<file path="config.mk">
export PLATFORM = sky130hd
export DESIGN_NAME = rr_bus_arbiter_4
export DESIGN_NICKNAME = d
export VERILOG_FILES = /design/src/rtl/rr_bus_arbiter_4_pkg.sv /design/src/rtl/rr_bus_arbiter_4_mux.sv /design/src/rtl/rr_bus_arbiter_4.sv
export SDC_FILE = /design/constraint.sdc
export NUM_CORES = 1
export LEC_CHECK = 0
export CORE_UTILIZATION = 24
export CTS_BUF_LIST = sky130_fd_sc_hd__clkbuf_8
export DETAILED_ROUTE_END_ITERATION = 7
export PLACE_DENSITY = 0.89
export SYNTH_ARGS = -nofsm -noshare
export SYNTH_HDL_FRONTEND = slang
export SYNTH_HIERARCHICAL = 1
export SYNTH_SLANG_ARGS = --single-unit
</file>
<file path="constraint.sdc">
create_clock -name clk -period 1.7 [get_ports clk]
set_input_delay 0.17 -clock clk [delete_from_list [all_inputs] [get_ports clk]]
set_output_delay 0.17 -clock clk [all_outputs]
set_load 0.1 [all_outputs]
</file>
<file path="src/rtl/rr_bus_arbiter_4_pkg.sv">
// rr_bus_arbiter_4_pkg
//   Shared definitions for the four-requester round-robin bus arbiter:
//   - the FSM state type;
//   - the requester count NREQ;
//   - the round-robin pick function.
package rr_bus_arbiter_4_pkg;

    localparam int NREQ = 4;

    typedef enum logic [0:0] {
        IDLE = 1'b0,
        OWN  = 1'b1
    } state_e;

    // Returns the first requester with req set, searching circularly from
    // last+1. The loop runs from the farthest candidate (last itself) to the
    // nearest (last+1), so the nearest match is the last assignment and wins.
    // When req is all zero the result is last, but callers only use the
    // result when some req bit is set.
    function automatic logic [1:0] rr_pick(input logic [3:0] req,
                                           input logic [1:0] last);
        logic [1:0] idx;
        rr_pick = last;
        for (int i = NREQ; i >= 1; i--) begin
            idx = last + 2'(i);
            if (req[idx]) rr_pick = idx;
        end
    endfunction

endpackage

</file>
<file path="src/rtl/rr_bus_arbiter_4_mux.sv">
// Mux_4x1
//   Combinational 4:1 word multiplexer.
//   Ports:
//     d0..d3  in  N  data inputs
//     s0, s1  in  1  select (s1 is the high bit): 00->d0, 01->d1, 10->d2, 11->d3
//     y       out N  selected word
module Mux_4x1 #(
    parameter int N = 32
) (
    input  logic [N-1:0] d0,
    input  logic [N-1:0] d1,
    input  logic [N-1:0] d2,
    input  logic [N-1:0] d3,
    input  logic         s0,
    input  logic         s1,
    output logic [N-1:0] y
);
    always_comb begin
        case ({s1, s0})
            2'b00:   y = d0;
            2'b01:   y = d1;
            2'b10:   y = d2;
            default: y = d3;
        endcase
    end
endmodule

</file>
<file path="src/rtl/rr_bus_arbiter_4.sv">
// rr_bus_arbiter_4
//   Round-robin arbiter that shares one N-bit destination bus between four
//   requesters. A grant is held for a burst of valid/ready beats. There is
//   always one IDLE cycle between grants.
//   Ports:
//     clk        in  1   clock, rising edge
//     rst_n      in  1   synchronous active-low reset
//     req        in  4   per-requester bus request (level)
//     data0..3   in  N   per-requester words
//     out_ready  in  1   consumer accepts current beat
//     gnt        out 4   registered one-hot grant
//     sel        out 2   registered mux select
//     out_valid  out 1   beat present on out_data
//     out_data   out N   selected requester word
//     ack        out 4   per-requester beat-accepted strobe
//   Build option: define RR_ARB_BURST_LIMIT_EN to force a release after
//   MAX_BURST accepted beats. Without it, the owner keeps the bus until its
//   req drops.
module rr_bus_arbiter_4
    import rr_bus_arbiter_4_pkg::*;
#(
    parameter int N         = 32,
    parameter int MAX_BURST = 4
) (
    input  logic            clk,
    input  logic            rst_n,
    input  logic [NREQ-1:0] req,
    input  logic [N-1:0]    data0,
    input  logic [N-1:0]    data1,
    input  logic [N-1:0]    data2,
    input  logic [N-1:0]    data3,
    input  logic            out_ready,
    output logic [NREQ-1:0] gnt,
    output logic [1:0]      sel,
    output logic            out_valid,
    output logic [N-1:0]    out_data,
    output logic [NREQ-1:0] ack
);

`ifdef RR_ARB_BURST_LIMIT_EN
    localparam logic LIMIT_EN = 1'b1;
`else
    localparam logic LIMIT_EN = 1'b0;
`endif
    localparam logic [7:0] BURST_LAST = 8'(MAX_BURST - 1);

    state_e          state_q, state_d;
    logic [1:0]      owner_q, owner_d;
    logic [1:0]      last_q,  last_d;
    logic [7:0]      beat_cnt_q, beat_cnt_d;
    logic [NREQ-1:0] gnt_q, gnt_d;
    logic [1:0]      sel_q, sel_d;

    logic       xfer;
    logic       burst_hit;
    logic [1:0] winner;

    assign out_valid = (state_q == OWN) & req[owner_q];
    assign xfer      = out_valid & out_ready;
    assign ack       = gnt_q & {NREQ{xfer}};
    assign gnt       = gnt_q;
    assign sel       = sel_q;
    assign winner    = rr_pick(req, last_q);

    // The burst release uses the accepted beat itself, so the counter value
    // seen is one behind: hitting MAX_BURST-1 here means the MAX_BURST-th beat.
    assign burst_hit = LIMIT_EN & xfer & (beat_cnt_q == BURST_LAST);

    always_comb begin
        state_d    = state_q;
        owner_d    = owner_q;
        last_d     = last_q;
        beat_cnt_d = beat_cnt_q;
        gnt_d      = gnt_q;
        sel_d      = sel_q;
        case (state_q)
            IDLE: begin
                if (|req) begin
                    state_d    = OWN;
                    owner_d    = winner;
                    gnt_d      = 4'b0001 << winner;
                    sel_d      = winner;
                    beat_cnt_d = 8'd0;
                end
            end
            default: begin
                if (!req[owner_q] || burst_hit) begin
                    state_d    = IDLE;
                    gnt_d      = '0;
                    last_d     = owner_q;
                    beat_cnt_d = 8'd0;
                end else if (xfer && beat_cnt_q != 8'hFF) begin
                    beat_cnt_d = beat_cnt_q + 8'd1;
                end
            end
        endcase
    end

    always_ff @(posedge clk) begin
        if (!rst_n) begin
            state_q    <= IDLE;
            owner_q    <= 2'd0;
            last_q     <= 2'd3;
            beat_cnt_q <= 8'd0;
            gnt_q      <= '0;
            sel_q      <= 2'd0;
        end else begin
            state_q    <= state_d;
            owner_q    <= owner_d;
            last_q     <= last_d;
            beat_cnt_q <= beat_cnt_d;
            gnt_q      <= gnt_d;
            sel_q      <= sel_d;
        end
    end

    Mux_4x1 #(.N(N)) u_mux (
        .d0 (data0),
        .d1 (data1),
        .d2 (data2),
        .d3 (data3),
        .s0 (sel_q[0]),
        .s1 (sel_q[1]),
        .y  (out_data)
    );

endmodule

</file>
---- Yosys cells after proc, flatten, opt, wreduce, memory -nomap -nowiden ----
Index checks and enable logic that the tools add are counted.
word-level totals
  bits in registers ....................... 9
  latch bits .............................. 0
  bits in writable memories ............... 0
  memory bits (read-only) ................. 0
  bits of input ports ..................... 135
  output and inout bits ................... 43
  logic and storage cells ................. 44
  memories kept ........................... 0
operators by class
  $add $sub $neg .......................... 3
  multipliers ............................. 0
  divide/modulo/power cells ............... 0
  order comparisons ....................... 4
  equality and inequality tests ........... 3
  shift operators ......................... 1
  muxes and demuxes ....................... 18
  bitwise operators ....................... 5
  reduce and logical (&&, ||, !) cells .... 6
operators by type and width
  operator                                                               count
  32-bit one-hot mux with 3 select lines                                 1
  2-bit by 3-bit < comparator with 1-bit output (second input constant)  4
  4-bit 2-to-1 mux                                                       3
  1-bit binary-select mux with 2-bit select                              4
  1-bit 2-to-1 mux                                                       7
  2-bit 2-to-1 mux                                                       3
  2-bit AND reduction                                                    3
  2-bit adder (second input constant)                                    2
  4-bit bitwise AND                                                      1
  4-bit OR reduction                                                     1
  1-bit by 2-bit << shifter with 4-bit output (first input constant)     1
  2-bit by 1-bit adder with 2-bit output (second input constant)         1
  1-bit bitwise AND                                                      2
  2-bit by 1-bit == test with 1-bit output (second input constant)       1
  2-bit == test (second input constant)                                  1
  2-bit zero test                                                        1
  2-bit inequality test (second input constant)                          1
  1-bit inverter                                                         2
  2-bit nonzero test                                                     1

---- Depth between registers and ports, before layout ----
  word-level depth ........................ 9
  gate-level depth with buffers ........... 6
  gate-level depth less buffers ........... 4

---- Modules after synthesis ----
Netlist, hierarchy kept.
modules (own cells, without submodules)
  module            times used  cells each  area each (um2)  seq. area each (um2)
  Mux_4x1           1           39          814.5            0.0
  rr_bus_arbiter_4  1           74          616.8            180.2

---- Worst setup path before layout ----
OpenSTA, ideal clock, no wires.
  kind .................................... register to output
  start ................................... register owner_q[0]
  end ..................................... output port ack[0]
  data arrival time ....................... 3396 ps
  data required time ...................... 1530 ps
  path slack .............................. -1866 ps
  stages on the path, launching flop included .. 5
  path buffers ............................ 1
  path through ............................ dfxtp_1 -> mux4_2 -> and2_2 -> clkbuf_1 -> and3_1
between the ends
  longest elaborated chain between the ends .. 5
RTL lines
  what                                       line                     text
  start, declared                            rr_bus_arbiter_4.sv:48   logic [1:0] owner_q, owner_d;
  start signal, assigned                     rr_bus_arbiter_4.sv:109  owner_q <= owner_d;
  1-bit binary-select mux with 2-bit select  rr_bus_arbiter_4.sv:58   assign out_valid = (state_q == OWN) & req[owner_q];
  1-bit 2-to-1 mux (not written as such)     rr_bus_arbiter_4.sv:58
  1-bit bitwise AND                          rr_bus_arbiter_4.sv:58
  net out_valid                              rr_bus_arbiter_4.sv:35   output logic out_valid,
  1-bit bitwise AND                          rr_bus_arbiter_4.sv:59   assign xfer = out_valid & out_ready;
  4-bit bitwise AND                          rr_bus_arbiter_4.sv:60   assign ack = gnt_q & {NREQ{xfer}};
  end, declared                              rr_bus_arbiter_4.sv:37   output logic [NREQ-1:0] ack
The timed path passes the listed nets, and every way through them passes these cells. The select of a mux whose other input is x is not followed.

---- Worst setup path after layout ----
  start ................................... register owner_q[0]
  end ..................................... output port ack[0]
between the ends
  longest elaborated chain between the ends .. 5
RTL lines
  what                                       line
  1-bit binary-select mux with 2-bit select  rr_bus_arbiter_4.sv:58
  1-bit 2-to-1 mux (not written as such)     rr_bus_arbiter_4.sv:58
  1-bit bitwise AND                          rr_bus_arbiter_4.sv:58
  1-bit bitwise AND                          rr_bus_arbiter_4.sv:59
  4-bit bitwise AND                          rr_bus_arbiter_4.sv:60
Every way passes these cells. The select of a mux whose other input is x is not followed.

==> flow_summary_export.csv <==
group,metric,value,unit
synth,yosys.area_share.adder,0,%
timing,rsz_0062_raised_after_global_routing,"true",
global_route,wire_length_of_the_first_global_routing_pass,10.1,mm
timing,worst_slack,-0.125,ns
setup_path,critPathMaxStageDelay,0.52,ns
synth,edff_count_synth,0,
timing,final_min_period_over_clock_period,107,%
synth,yosysWarningCount,6,
die,die_y,79.2,um
setup_path,critPathSlowestCell,"mux4_2",
clock_network,ctsHtreeMaxLevel,1,
setup_path,worstReg2RegStart,"owner_q[0]",
power,combPwrFrac,83.7,%
setup_path,cp-startpoint,"owner_q[0]",
worst_hold_path,worstHoldStart,"gnt[0]",
synth,synthFlopType,"dfxtp_1",
clock_network,total_cts_buffers,3,
global_route,first_global_vias,1907,
route,vias_after_detailed_routing,1881,
power,share_seq_of_total_power,8.7,%
power,total_leakage_power,1.48,nW
power,clockPowerShare,7.7,%
synth,synth_sequential_area_ratio,12.6,%
layout,fraction_of_final_layout_cells_sized_beyond_drive_strength_1,35.7,%
synth,mappedNetlistArea,0.00143,mm2
layout,finish.net_count,433,
synth,mux_share_of_post_synthesis_cell_area,54.5,%
route,routed_wirelength,7.31,mm
synth,synth.most_common_cell,"mux4_2",
timing,slew_headroom,72.9,%
setup_path,cp-start-kind,"register",
setup_path,worst-endpoint-required,1.53,ns
clock_network,worst_skew_pair.late_latency,0.24,ns
placed_design,dpl.hpwl,6.22,mm
timing,worst_slew_pin_slew,0.406,ns
route,drtAntennaViolNets,0,
global_route,grt_use_total,21.7,%
global_route,grt.overflow.total,0,
setup_path,cp_cell_instances,"mux4_2 -> and2_4 -> and3_4 -> buf_12",
clock_network,root_buffer,"clkbuf_8",
layout,final_area,0.00384,mm2
timing,final_count_of_pins_violating_max_slew,0,
clock_network,cts_tree,"built",
route,avgRoutedWirePerCell,19.8,um
layout,antenna-diode-count,0,
clock_network,clk_pin_slew_worst_paths,0.05,ns
global_route,largest_net_degree_at_the_start_of_global_routing,26,
clock_network,clock_tree.buffer_depth,2,
placed_design,placed_area,0.00373,mm2
power,power_report.internal_total,1.55,mW
synth,post_synth_num_cell_types,29,
outcome,status,"finished, violations left",
synth,netlist.area_leader.share,48.8,%
synth,synth_top_area_cell,"mux4_2",
power,vdd.ir_drop.worst,525,uV
synth,synth_compound_area_share,12.8,%
route,first_pass_iters,4,
die,start_util,25.4,%
power,net-switching-power,1.64,mW
setup_path,critical_path_class,"reg2out",
synth,synth_xor_area_share,0,%
synth,synth_fp_nets,248,
placed_design,buffer_ports.inserted,177,
die,die_w,79.2,um
setup_path,crit_family,"multiplexers",
synth,synth_top_family_by_area,"multiplexers",
timing,layout_min_cycle_time,1.82,ns
outcome,violations,"negative setup slack",
job,cap_violations,0,
synth,number_of_storage_elements_in_the_synthesis_netlist,9,
synth,post_synth_and_or_nand_nor_area_fraction,9.62,%
layout,area_delta_synth_final,168,%
die,num_io_pins,178,
route,dr_drc_count,0,
worst_hold_path,holdCritPathClass,"reg2reg",
route,vias_per_cell,5.10,
power,power.density_cell_area,830,mW/mm2
synth,synthCells,113,
route,detailedRoute.firstIterationViolations,44,
setup_path,crit_path_end_kind,"primary output",
synth,synthTopCellsByArea,"mux4_2 49%, dfxtp_1 13%, buf_12 4.2%, mux4_1 3.7%, buf_6 3.1%",
placed_design,place_congestion,0.902,
power,power.switching_fraction,51.4,%
timing,final-setup-viol-count,36,
die,fp.coreArea,0.00564,mm2
synth,postSynthAreaPerCell,12.7,um2
layout,post_layout_nonfiller_instances,369,
setup_path,critical_path_peak_fanout,6,
die,fp.dieArea,0.00628,mm2
timing,fmax,548,MHz
placed_design,placed_cells,360,
die,core.rowCount,27,
setup_path,critPathArrivalTime,1.65,ns
synth,synth_commonest_cells,"31 x mux4_2, 9 x dfxtp_1, 7 x a21oi_1, 6 x nand2_1, 5 x nor2_1",
timing,fin_skew,0.00599,ns
global_route,grt_antenna_before_repair,0,
clock_network,ctsHoldBuffers,0,
synth,ys_async_sr_fraction,0,%
timing,hold_viol,0,
clock_network,clk_sinks,9,
setup_path,critical_path.n_buffers_inverters,1,
[metal layers]
metal / wire (um) / part of all wire, % / up-vias / GRT usage (%)
li1: - / - / 845 / -
met1: 2490 / 34 / 900 / 23.2
met2: 3990 / 54 / 125 / 41.5
met3: 655 / 9.0 / 11 / 4.60
met4: 184 / 2.5 / 0 / 7.82
met5: 0 / 0 / - / 0
[timing repair]
item	CTS	global route
endpoints found under the setup margin	32	36
gates cloned	0	0
resized for setup	4	4
setup buffers	2	4
[final timing paths]
check	cells past startpoint	slack, ns	end
max	4	-0.12	ack[0]
min	1	0.54	gnt[0]
max reg2reg	4	0.08	gnt[1]
min reg2reg	1	0.54	gnt[0]
[area by class of cell]
cell class                      count  area (um2)
Timing Repair Buffer              194        2380
Fill cell                         392        1810
Multi-Input combinational cell     86        1110
Sequential cell                     9         188
Tap cell                           72        90.1
Clock buffer                        3        41.3
Inverter                            4        15.0
Clock inverter                      1        3.75
[cell usage in the layout (no fill, tap or decap)]
cell             count
nand3_1              3
a21o_1               3
buf_6                1
o21ai_0              2
buf_4               12
and3_4               5
mux4_2              33
or2_1                1
nor3_1               2
nand2b_1             1
clkbuf_8             3
o21a_1               2
and2_4               1
nor2_1               5
clkdlybuf4s50_1    134
a21oi_1              7
mux2i_1              3
buf_12              47
dfxtp_4              2
o2111ai_1            3
nand3b_1             1
nand2_1              6
dfxtp_1              7
a311oi_1             2
inv_1                5
o311a_1              2
o22ai_1              1
o2bb2ai_2            2
or2b_1               1
[through the flow]
step | total power [mW] | util [%] | setup TNS (ns) | hold WS (ns) | worst slack [ns]
5_1_grt | 3.28 | 68.0 | -4.26 | 0.563 | -0.161
3_3_place_gp | 2.87 | 66.2 | -0.566 | 0.528 | -0.0821
4_1_cts | 3.18 | 67.4 | -3.03 | 0.540 | -0.133
3_5_place_dp | 2.90 | 66.2 | -0.753 | 0.531 | -0.115
2_1_floorplan | 1.84 | - | -5.61 | 0.353 | -0.209
6_report | 3.18 | 68.0 | -2.43 | 0.539 | -0.125
[logic make-up after synthesis]
group	Yosys count
muxes	36
and+or+nand+nor	26
AOI/OAI and AO/OA	24
buffers and inverters	18
DFF	9
[flip-flops by register name, summed over array words and instances, names as in the netlist]
register / cells
gnt: 4
state_q: 1
owner_q: 2
last_q: 2
[power by group through the flow]
| stage | clock [mW] | sequential, mW | combinational, mW |
|---|---|---|---|
| 3_3_place_gp | 0 | 0.277 | 2.60 |
| 2_1_floorplan | 0 | 0.367 | 1.47 |
| 5_1_grt | 0.267 | 0.279 | 2.73 |
| 3_5_place_dp | 0 | 0.279 | 2.62 |
| 4_1_cts | 0.245 | 0.275 | 2.66 |
| 6_report | 0.244 | 0.276 | 2.66 |
Power figures use the tool's default switching activity.
